File: config.mk
export PLATFORM = sky130hd
export DESIGN_NAME = store_buffer
export DESIGN_NICKNAME = d
export VERILOG_FILES = /design/src/rtl/store_buffer.sv
export SDC_FILE = /design/constraint.sdc
export NUM_CORES = 1
export LEC_CHECK = 0
export ABC_AREA = 1
export CORE_MARGIN = 2
export CORE_UTILIZATION = 60
export CTS_CLUSTER_SIZE = 25
export DETAILED_ROUTE_END_ITERATION = 8
export PLACE_DENSITY_LB_ADDON = 0.2
export SLEW_MARGIN = 15
export SYNTH_ARGS = -nofsm -noshare
export SYNTH_HDL_FRONTEND = slang
export SYNTH_SLANG_ARGS = --single-unit
File: constraint.sdc
create_clock -name i_clk -period 16.8 [get_ports i_clk]
set_input_delay 3.36 -clock i_clk [delete_from_list [all_inputs] [get_ports i_clk]]
set_output_delay 3.36 -clock i_clk [all_outputs]
set_load 0.1 [all_outputs]
File: src/rtl/store_buffer.sv
// Store unit with a DEPTH-entry write-posting FIFO toward data memory.
// Define STORE_MISALIGN_CHK_EN to reject misaligned SH/SW/SD stores and flag them on o_misalign.
module store_buffer #(
  parameter int DATA_W = 32,
  parameter int ADDR_W = 32,
  parameter int DEPTH  = 4
) (
  input  logic              i_clk,
  input  logic              i_rst,
  input  logic              i_store,
  input  logic [2:0]        i_funct3,
  input  logic [ADDR_W-1:0] i_ALUout,
  input  logic [DATA_W-1:0] i_rs2_data,
  output logic              o_st_ready,
  output logic              o_DM_CS,
  output logic [DATA_W/8-1:0] o_DM_WEB,
  output logic [ADDR_W-1:0] o_DM_addr,
  output logic [DATA_W-1:0] o_DM_DI,
  input  logic              i_DM_ready,
  input  logic [ADDR_W-1:0] i_ld_addr,
  output logic              o_ld_hazard,
  output logic              o_full,
  output logic              o_empty,
  output logic              o_misalign
);

  localparam int NB = DATA_W / 8;
  localparam int AL = $clog2(NB);
  localparam int PW = $clog2(DEPTH);
  localparam int CW = PW + 1;

  logic [CW-1:0]     count_q, count_d;
  logic [PW-1:0]     wr_ptr_q, wr_ptr_d;
  logic [PW-1:0]     rd_ptr_q, rd_ptr_d;
  logic [ADDR_W-1:0] addr_mem_q [DEPTH];
  logic [ADDR_W-1:0] addr_mem_d [DEPTH];
  logic [DATA_W-1:0] data_mem_q [DEPTH];
  logic [DATA_W-1:0] data_mem_d [DEPTH];
  logic [NB-1:0]     web_mem_q  [DEPTH];
  logic [NB-1:0]     web_mem_d  [DEPTH];

  logic [AL-1:0]     lo;
  logic [AL-1:0]     off;
  logic [NB-1:0]     base;
  logic              legal;
  logic [DATA_W-1:0] st_data;
  logic [NB-1:0]     st_web;
  logic              misalign;
  logic              push;
  logic              pop;
  logic [PW-1:0]     rel;
  logic              unused_ld_lo;

  assign unused_ld_lo = ^i_ld_addr[AL-1:0];

  // Width decode: base lane mask is shifted to the naturally aligned lane group.
  always_comb begin
    lo      = i_ALUout[AL-1:0];
    legal   = 1'b0;
    base    = '0;
    off     = '0;
    st_data = '0;
    case (i_funct3)
      3'b000: begin
        legal   = 1'b1;
        base[0] = 1'b1;
        off     = lo;
        for (int i = 0; i < NB; i++) st_data[i*8 +: 8] = i_rs2_data[7:0];
      end
      3'b001: begin
        legal     = 1'b1;
        base[1:0] = 2'b11;
        off       = lo & ~AL'(1);
        for (int i = 0; i < NB; i++) st_data[i*8 +: 8] = i_rs2_data[(i%2)*8 +: 8];
      end
      3'b010: begin
        legal     = 1'b1;
        base[3:0] = 4'b1111;
        off       = lo & ~AL'(3);
        for (int i = 0; i < NB; i++) st_data[i*8 +: 8] = i_rs2_data[(i%4)*8 +: 8];
      end
      3'b011: begin
        legal   = (DATA_W == 64);
        base    = '1;
        st_data = i_rs2_data;
      end
      default: ;
    endcase
    st_web = ~(base << off);
  end

`ifdef STORE_MISALIGN_CHK_EN
  always_comb begin
    misalign = 1'b0;
    if (i_store && legal) begin
      case (i_funct3)
        3'b001:  misalign = i_ALUout[0];
        3'b010:  misalign = |i_ALUout[1:0];
        3'b011:  misalign = |i_ALUout[2:0];
        default: misalign = 1'b0;
      endcase
    end
  end
`else
  assign misalign = 1'b0;
`endif

  assign o_misalign = misalign;
  assign o_full     = (count_q == CW'(DEPTH));
  assign o_empty    = (count_q == '0);
  assign o_st_ready = !o_full;
  assign o_DM_CS    = !o_empty;

  assign push = i_store && legal && o_st_ready && !misalign;
  assign pop  = o_DM_CS && i_DM_ready;

  assign o_DM_WEB  = o_empty ? '1 : web_mem_q[rd_ptr_q];
  assign o_DM_DI   = o_empty ? '0 : data_mem_q[rd_ptr_q];
  assign o_DM_addr = o_empty ? '0 : addr_mem_q[rd_ptr_q];

  // An entry is pending when its distance from the read pointer is below count.
  always_comb begin
    o_ld_hazard = 1'b0;
    rel         = '0;
    for (int i = 0; i < DEPTH; i++) begin
      rel = PW'(i) - rd_ptr_q;
      if (({1'b0, rel} < count_q) &&
          (addr_mem_q[i][ADDR_W-1:AL] == i_ld_addr[ADDR_W-1:AL]))
        o_ld_hazard = 1'b1;
    end
  end

  always_comb begin
    addr_mem_d = addr_mem_q;
    data_mem_d = data_mem_q;
    web_mem_d  = web_mem_q;
    wr_ptr_d   = wr_ptr_q;
    rd_ptr_d   = rd_ptr_q;
    count_d    = count_q;
    if (push) begin
      addr_mem_d[wr_ptr_q] = i_ALUout;
      data_mem_d[wr_ptr_q] = st_data;
      web_mem_d[wr_ptr_q]  = st_web;
      wr_ptr_d             = wr_ptr_q + 1'b1;
    end
    if (pop) rd_ptr_d = rd_ptr_q + 1'b1;
    if (push && !pop)      count_d = count_q + 1'b1;
    else if (pop && !push) count_d = count_q - 1'b1;
  end

  always_ff @(posedge i_clk or posedge i_rst) begin
    if (i_rst) begin
      count_q  <= '0;
      wr_ptr_q <= '0;
      rd_ptr_q <= '0;
      for (int i = 0; i < DEPTH; i++) begin
        addr_mem_q[i] <= '0;
        data_mem_q[i] <= '0;
        web_mem_q[i]  <= '1;
      end
    end else begin
      count_q    <= count_d;
      wr_ptr_q   <= wr_ptr_d;
      rd_ptr_q   <= rd_ptr_d;
      addr_mem_q <= addr_mem_d;
      data_mem_q <= data_mem_d;
      web_mem_q  <= web_mem_d;
    end
  end

endmodule

### Yosys cells after proc, flatten, opt, wreduce, memory -nomap -nowiden

Cells that the tools add are included.

* input bits: 103
* output and inout port bits: 74
* register bits after elaboration: 279

* add/subtract/negate cells: 8
* multiplexer cells: 31
* magnitude comparators: 7
* reductions and logical operators: 21
* eq/ne operators: 8
* bitwise gates (word level): 3
* shift operators: 1

Operators by type and width (count)
* bitwise mux 128 bit: 2
* 2-to-1 mux 32 bit: 7
* binary-select mux 32 bit (select 2 bit): 2
* == test 30 bit: 4
* one-hot mux 32 bit (3 select lines): 1
* demux 32 bit (select 2 bit): 1
* bitwise mux 16 bit: 1
* 2-to-1 mux 4 bit: 4
* less-than comparator 2 x 3 -> 1 bit: 4
* logical AND 1 bit: 10
* binary-select mux 4 bit (select 2 bit): 1
* demux 4 bit (select 2 bit): 1
* 2-to-1 mux 1 bit: 7
* == test 3 x 2 -> 1 bit (second input constant): 2
* greater-or-equal comparator 3 bit (second input constant): 2
* logical NOT 3 bit: 2
* 2-to-1 mux 3 bit: 2
* NOT 2 -> 3 bit: 2
* OR reduction 3 bit: 2
* adder 2 x 1 -> 2 bit (second input constant): 2
* logical NOT 1 bit: 4
* NOT 4 bit: 1
* one-hot mux 2 bit (2 select lines): 1
* OR reduction 4 bit: 1
* other kinds (11): 13

### Logic depth before layout (Yosys ltp)

Gate-level depths: netlist of the first run.

* word-level depth: 9
* mapped depth: 13
* mapped depth without buffers: 12

### Worst setup path after synthesis of the first run

Ideal clock, no wire load.

* kind: in2out
* from: input i_ld_addr[25]
* to: output o_ld_hazard
* setup slack: 8.670 ns
* data arrival time: 4.770 ns
* cell stages on the path: 11
* buffers on the path: 1
* required time: 13.440 ns
* cells stage by stage: clkbuf_1 inv_1 nand2_1 o21ai_0 nor2_1 nand2_1 nor2_1 nand3_1 nor2_1 nor2_1 nand2_1

* cells in the longest elaborated chain, start to end: 6

RTL lines
* from (decl): RTL line 20 `input logic [ADDR_W-1:0] i_ld_addr,`
* == test 30 bit: RTL line 128 `(addr_mem_q[i][ADDR_W-1:AL] == i_ld_addr[ADDR_W-1:AL]))`
* logical AND 1 bit: RTL line 127 `if (({1'b0, rel} < count_q) &&`
* 2-to-1 mux 1 bit (3 in series): RTL line 127
* 2-to-1 mux 1 bit *: RTL line 127
* to (decl): RTL line 21 `output logic o_ld_hazard,`

Every way passes the cells marked *; elsewhere a longest branch is shown, timed or not.

### Worst setup path after layout of the first run

* from: input i_ld_addr[27]
* to: output o_ld_hazard

Same word-level chain as after synthesis.

==> results.yml, run 1 <==
timing:
  tightest_slew_ns: 1.043
  relSlewSlack: 0.3046
  holdWs_ns: 0.4625
  fin_crit_sh: 0.5703
  report.final.slew_viol_count: 0
  finalHoldViolations: 0
  setup_ws_ns: 7.219
  fmax_mhz: 104.4
  clock_skew_ns: 0.01352
  post-route-min-period_ns: 9.581
  rsz0062_at_grt: "no"
  finalSetupViolCount: 0
  setup_tns_ns: 0
global_route:
  grt_pass1_wl_um: 69960
  grt_util_all_layers: 0.3433
  overflow: 0
  antenna_found_initial: 2
  grt_pass1_vias: 13670
  grt_max_degree: 129
route:
  routed_via_density: 5.741
  drtIter0Drc: 1552
  wirelength_um: 43840
  drtAntennaViolNets: 0
  drt_first_pass_iters: 6
  dr_total_vias: 13780
  route.detailed.drc: 0
  wl_per_cell_um: 18.27
clock_tree:
  clockBufferDepth: 3
  ctsHoldBuffers: 0
  post_cts_buffers: 0
  cts_sinks: 279
  clock_latency_ns: 0.58
  cts_root_buffer: "clkbuf_16"
  ctsResizeCount: 0
  cts_tree: "built"
  clkTransAtPathRegs_ns: 0.06
  htreeDepth: 1
  cts_buffers: 29
min_path:
  hp-class: "flop to flop"
  min_from: "web_mem_q[13]"
synthesis:
  ys_top_cells_by_area: "dfrtp_1, nand2_1, inv_1"
  synth_top_area_frac: 0.4523
  syn_nets: 2050
  synth_edf_count: 0
  syn_area_sq_um: 14550
  synth_top_area_cell: "dfrtp_1"
  synthCells: 1937
  synth_ff_type: "dfrtp_1"
  ys_warn_count: 0
  ys_seq_area_frac: 0.4812
  async_reset_ff_frac: 1.000
  syn_area_per_cell_sq_um: 7.512
  ys_ff_latch: 279
  yosysUniqueCellTypes: 33
layout:
  fillers: 1817
  layout_common_cells: "nand2_1, dfrtp_1, inv_1, clkdlybuf4s50_1, o21ai_0"
  stdcell_count: 2400
  multi_input_area_sq_um: 6264
  drive_above_1_share: 0.05000
  final_common_cell: "nand2_1"
  area_delta_synth_final_pct: 19.05
  nets: 2170
  regArea_sq_um: 7002
worst_setup_path:
  crit_arrival_ns: 6.22
  startpoint: "i_ld_addr[27]"
  r2r_start: "count_q[0]"
  cp-start-kind: "primary input"
  critical_path_class: "primary input to output pin"
  crit_path_end_kind: "output pin"
  worstPathMaxFanout: 5
  r2r_setup_slack_ns: 13.89
  crit_required_ns: 13.44
die:
  start_util: 0.6163
  ios: 177
  die_y_um: 159.7
  core.rowCount: 56
  die_width_um: 159.7
  core_area_sq_um: 23610
  die_area_sq_um: 25510
placed_design:
  hpwl_um: 27590
  place_congestion: 0.9039
  portBuffers: 173
  dpl.cell_count: 2345
  dp_slack_ns: 7.282
flow_run:
  max-cap-violations: 0
status:
  status: "completed"
-- critical path, stage by stage --
cell,delay (ns)
clkdlybuf4s50_1,0.56
inv_1,0.12
nand2_1,0.10
o21ai_0,0.16
nor2_1,0.14
nand2_1,0.06
nor2_1,0.15
nand3_1,0.16
nor2_1,0.12
nor2_1,0.05
nand2_1,0.09
clkdlybuf4s50_1,1.14
-- cell type report --
| type | count | area share |
|---|---|---|
| flip-flops and latches | 279 | 0.4042 |
| diodes | 1 | 0.0001444 |
| inverters | 234 | 0.05113 |
| clock buffers | 44 | 0.04861 |
| repair buffers | 187 | 0.1060 |
| multi-input cells | 1326 | 0.3615 |
| well taps | 319 | 0.02304 |
| clock inverters | 10 | 0.005345 |
-- registers in the layout, indices dropped and copies added, names as in the netlist --
name and flops:
count_q 3, addr_mem_q 128, data_mem_q 128, web_mem_q 16
rd_ptr_q 2, wr_ptr_q 2
-- per-stage QoR --
| step | util | cell area (sq um) |
|---|---|---|
| after floorplan | - | 14550 |
| after global placement | 0.6940 | 16390 |
| after detailed placement | 0.6940 | 16390 |
| after CTS | 0.7336 | 17320 |
| after global routing | 0.7336 | 17320 |
| final | 0.7337 | 17320 |
-- synth_stat cells, drive strengths merged (6+ instances only) --
master and instances:
clkbuf 34, a21oi 9, xnor2 29, inv 233, o22ai 45, dfstp 16
buf 64, or2 6, nor2 145, ha 9, o21ai 250, nand2 691
dfrtp 263, nand3 41, xor2 20, a221oi 63
-- logic make-up after synthesis --
family | after synthesis | share of synthesized area
other | 1 | 0.0002577
xor gates and xnor gates | 49 | 0.02949
adders and majority gates | 10 | 0.009115
and+or+nand+nor | 888 | 0.2369
AOI/OAI and AO/OA | 378 | 0.1523
buffers and inverters | 332 | 0.09080
DFF | 279 | 0.4812
-- path summary, 6_finish.rpt --
| check | end | cells past startpoint |
|---|---|---|
| max | o_ld_hazard | 12 |
| min | web_mem_q[13] | 2 |
| max reg2reg | addr_mem_q[96] | 9 |
| min reg2reg | web_mem_q[13] | 2 |
| max in group asynchronous | data_mem_q[113] | 3 |
| min in group asynchronous | data_mem_q[19] | 2 |
-- routing by layer --
layer / part of all wire / track usage
met1: 0.38 / 0.4349
met2: 0.47 / 0.5632
met3: 0.092 / 0.06000
met4: 0.058 / 0.1893
met5: 0.00025 / 0
Power of run 1 is not shown: default switching activity piles up to over one toggle a cycle in this logic, so the estimate is an artifact.
==> run 2: changes to the inputs <==
--- a/config.mk
+++ b/config.mk
@@ -7,7 +7,7 @@
 export LEC_CHECK = 0
 export ABC_AREA = 1
 export CORE_MARGIN = 2
-export CORE_UTILIZATION = 60
+export CORE_UTILIZATION = 56
 export CTS_CLUSTER_SIZE = 25
 export DETAILED_ROUTE_END_ITERATION = 8
 export PLACE_DENSITY_LB_ADDON = 0.2
==> constraint.sdc (replaced) <==
create_clock -name i_clk -period 9.25 [get_ports i_clk]
set_input_delay 1.85 -clock i_clk [delete_from_list [all_inputs] [get_ports i_clk]]
set_output_delay 1.85 -clock i_clk [all_outputs]
set_load 0.1 [all_outputs]
==> results.yml, run 2 (synthesis results as in run 1) <==
status:
  status: "completed"
global_route:
  overflow: 0
  grt_pass1_vias: 13350
  antenna_found_initial: 1
  grt.busiest_layer: "met2"
  grt_pass1_wl_um: 68720
  use_met2: 0.5231
  grt_use_met1: 0.4144
  grt_util_all_layers: 0.3243
  grt_use_met3: 0.05619
  grt_max_degree: 200
worst_setup_path:
  slowest_stage: "clkdlybuf4s50_1"
  r2r_start: "count_q[0]"
  crit_arrival_ns: 4.80
  crit_buf_inv: 4
  crit_chain: "inv_2, nand2_2, buf_4, nand2_1, inv_1, ha_1, a21oi_1, or2_2, nand3_1, nor2_1, nor2_1, nand2_1, clkdlybuf4s50_1"
  cp-start-kind: "flop"
  slowest_delay_ns: 1.14
  critical_path_class: "flop to output pin"
  crit_family: "buffers and inverters"
  crit_required_ns: 7.40
  startpoint: "rd_ptr_q[0]"
  worstPathMaxFanout: 33
  crit_path_end_kind: "output pin"
die:
  ios: 177
  die_y_um: 165.2
  core_area_sq_um: 25330
  start_util: 0.5745
  die_width_um: 165.2
  core.rowCount: 58
  die_area_sq_um: 27290
clock_tree:
  htreeDepth: 1
  cts_tree: "built"
  clkTransAtPathRegs_ns: 0.06
  ctsResizeCount: 0
  cts_root_buffer: "clkbuf_16"
  clockBufferDepth: 3
  post_cts_buffers: 0
  clock_latency_ns: 0.56
  ctsHoldBuffers: 0
  cts_buffers: 30
  cts_sinks: 279
timing:
  clock_skew_ns: 0.01129
  post-route-min-period_ns: 6.654
  rsz0062_at_grt: "no"
  finalHoldViolations: 0
  fin_crit_sh: 0.7194
  setup_ws_ns: 2.596
  relSlewSlack: 0.2501
  tightest_slew_ns: 1.125
  fmax_mhz: 150.3
  report.final.slew_viol_count: 0
  setup_tns_ns: 0
  finalSetupViolCount: 0
placed_design:
  place_congestion: 0.9270
  hpwl_um: 27360
  dp_slack_ns: 2.685
  portBuffers: 173
layout:
  layout_common_cells: "nand2_1, dfrtp_1, inv_1, clkdlybuf4s50_1, o21ai_0"
  top_regs: "addr_mem_q x128, data_mem_q x128, web_mem_q x16"
  final_common_cell: "nand2_1"
  n_antenna_cell: 0
  nets: 2170
  area_delta_synth_final_pct: 19.89
  drive_above_1_share: 0.05334
  fillers: 2054
route:
  routed_via_density: 5.659
  route.detailed.drc: 0
  drt_first_pass_iters: 6
  wl_per_cell_um: 18.19
  dr_total_vias: 13640
  drtAntennaViolNets: 0
  drtIter0Drc: 1535
  wirelength_um: 43850
min_path:
  min_from: "web_mem_q[6]"
  hp-class: "flop to flop"
flow_run:
  max-cap-violations: 0
[run 2: cell count changes in the layout (fill, tap and decap cells not counted), sizes merged]
cell / previous run / this run
clkbuf: 44 / 37
clkinv: 8 / 14
bufinv: 1 / 4
clkinvlp: 1 / 3
inv: 234 / 232
buf: 14 / 13
diode: 1 / 0
[run 2: per-stage QoR]
step                      hold slack, ns  utilization  cell area [sq um]  std cells
final                             0.4640       0.6888              17450       2411
after global routing              0.4883       0.6888              17450       2411
after CTS                         0.4637       0.6888              17450       2411
after detailed placement          0.4544       0.6476              16400       2355
after global placement            0.4504       0.6476              16400       2355
after floorplan                   0.4419            -              14560       1937
[run 2: cell type report]
cell class              instances  area [sq um]  area share
flip-flops and latches        279          7002      0.4013
inverters                     234         882.1     0.05056
repair buffers                186          1842      0.1056
clock buffers                  37         828.3     0.04748
well taps                     330         412.9     0.02367
clock inverters                19         215.2     0.01234
multi-input cells            1326          6264      0.3590
[run 2: worst min-delay path, delay by kind of cell, from the launching register on]
| family | cells | cell delay (ns) |
|---|---|---|
| flops | 1 | 0.37 |
| simple gates | 2 | 0.10 |
[run 2: path summary, 6_finish.rpt]
| kind | slack (ns) | to | cells past startpoint |
|---|---|---|---|
| max in group asynchronous | 6.13 | addr_mem_q[75] | 3 |
| max reg2reg | 6.18 | addr_mem_q[29] | 8 |
| max | 2.60 | o_ld_hazard | 13 |
| min | 0.46 | web_mem_q[6] | 2 |
| min reg2reg | 0.46 | web_mem_q[6] | 2 |
| min in group asynchronous | 1.70 | data_mem_q[84] | 2 |
[run 2: layer usage]
| layer | vias to the layer above | wire (um) |
|---|---|---|
| met1 | 6385 | 17170 |
| met5 | - | 17 |
| li1 | 6393 | - |
| met3 | 158 | 3970 |
| met2 | 706 | 20240 |
| met4 | 2 | 2453 |
Power of run 2 is left out for the same reason.
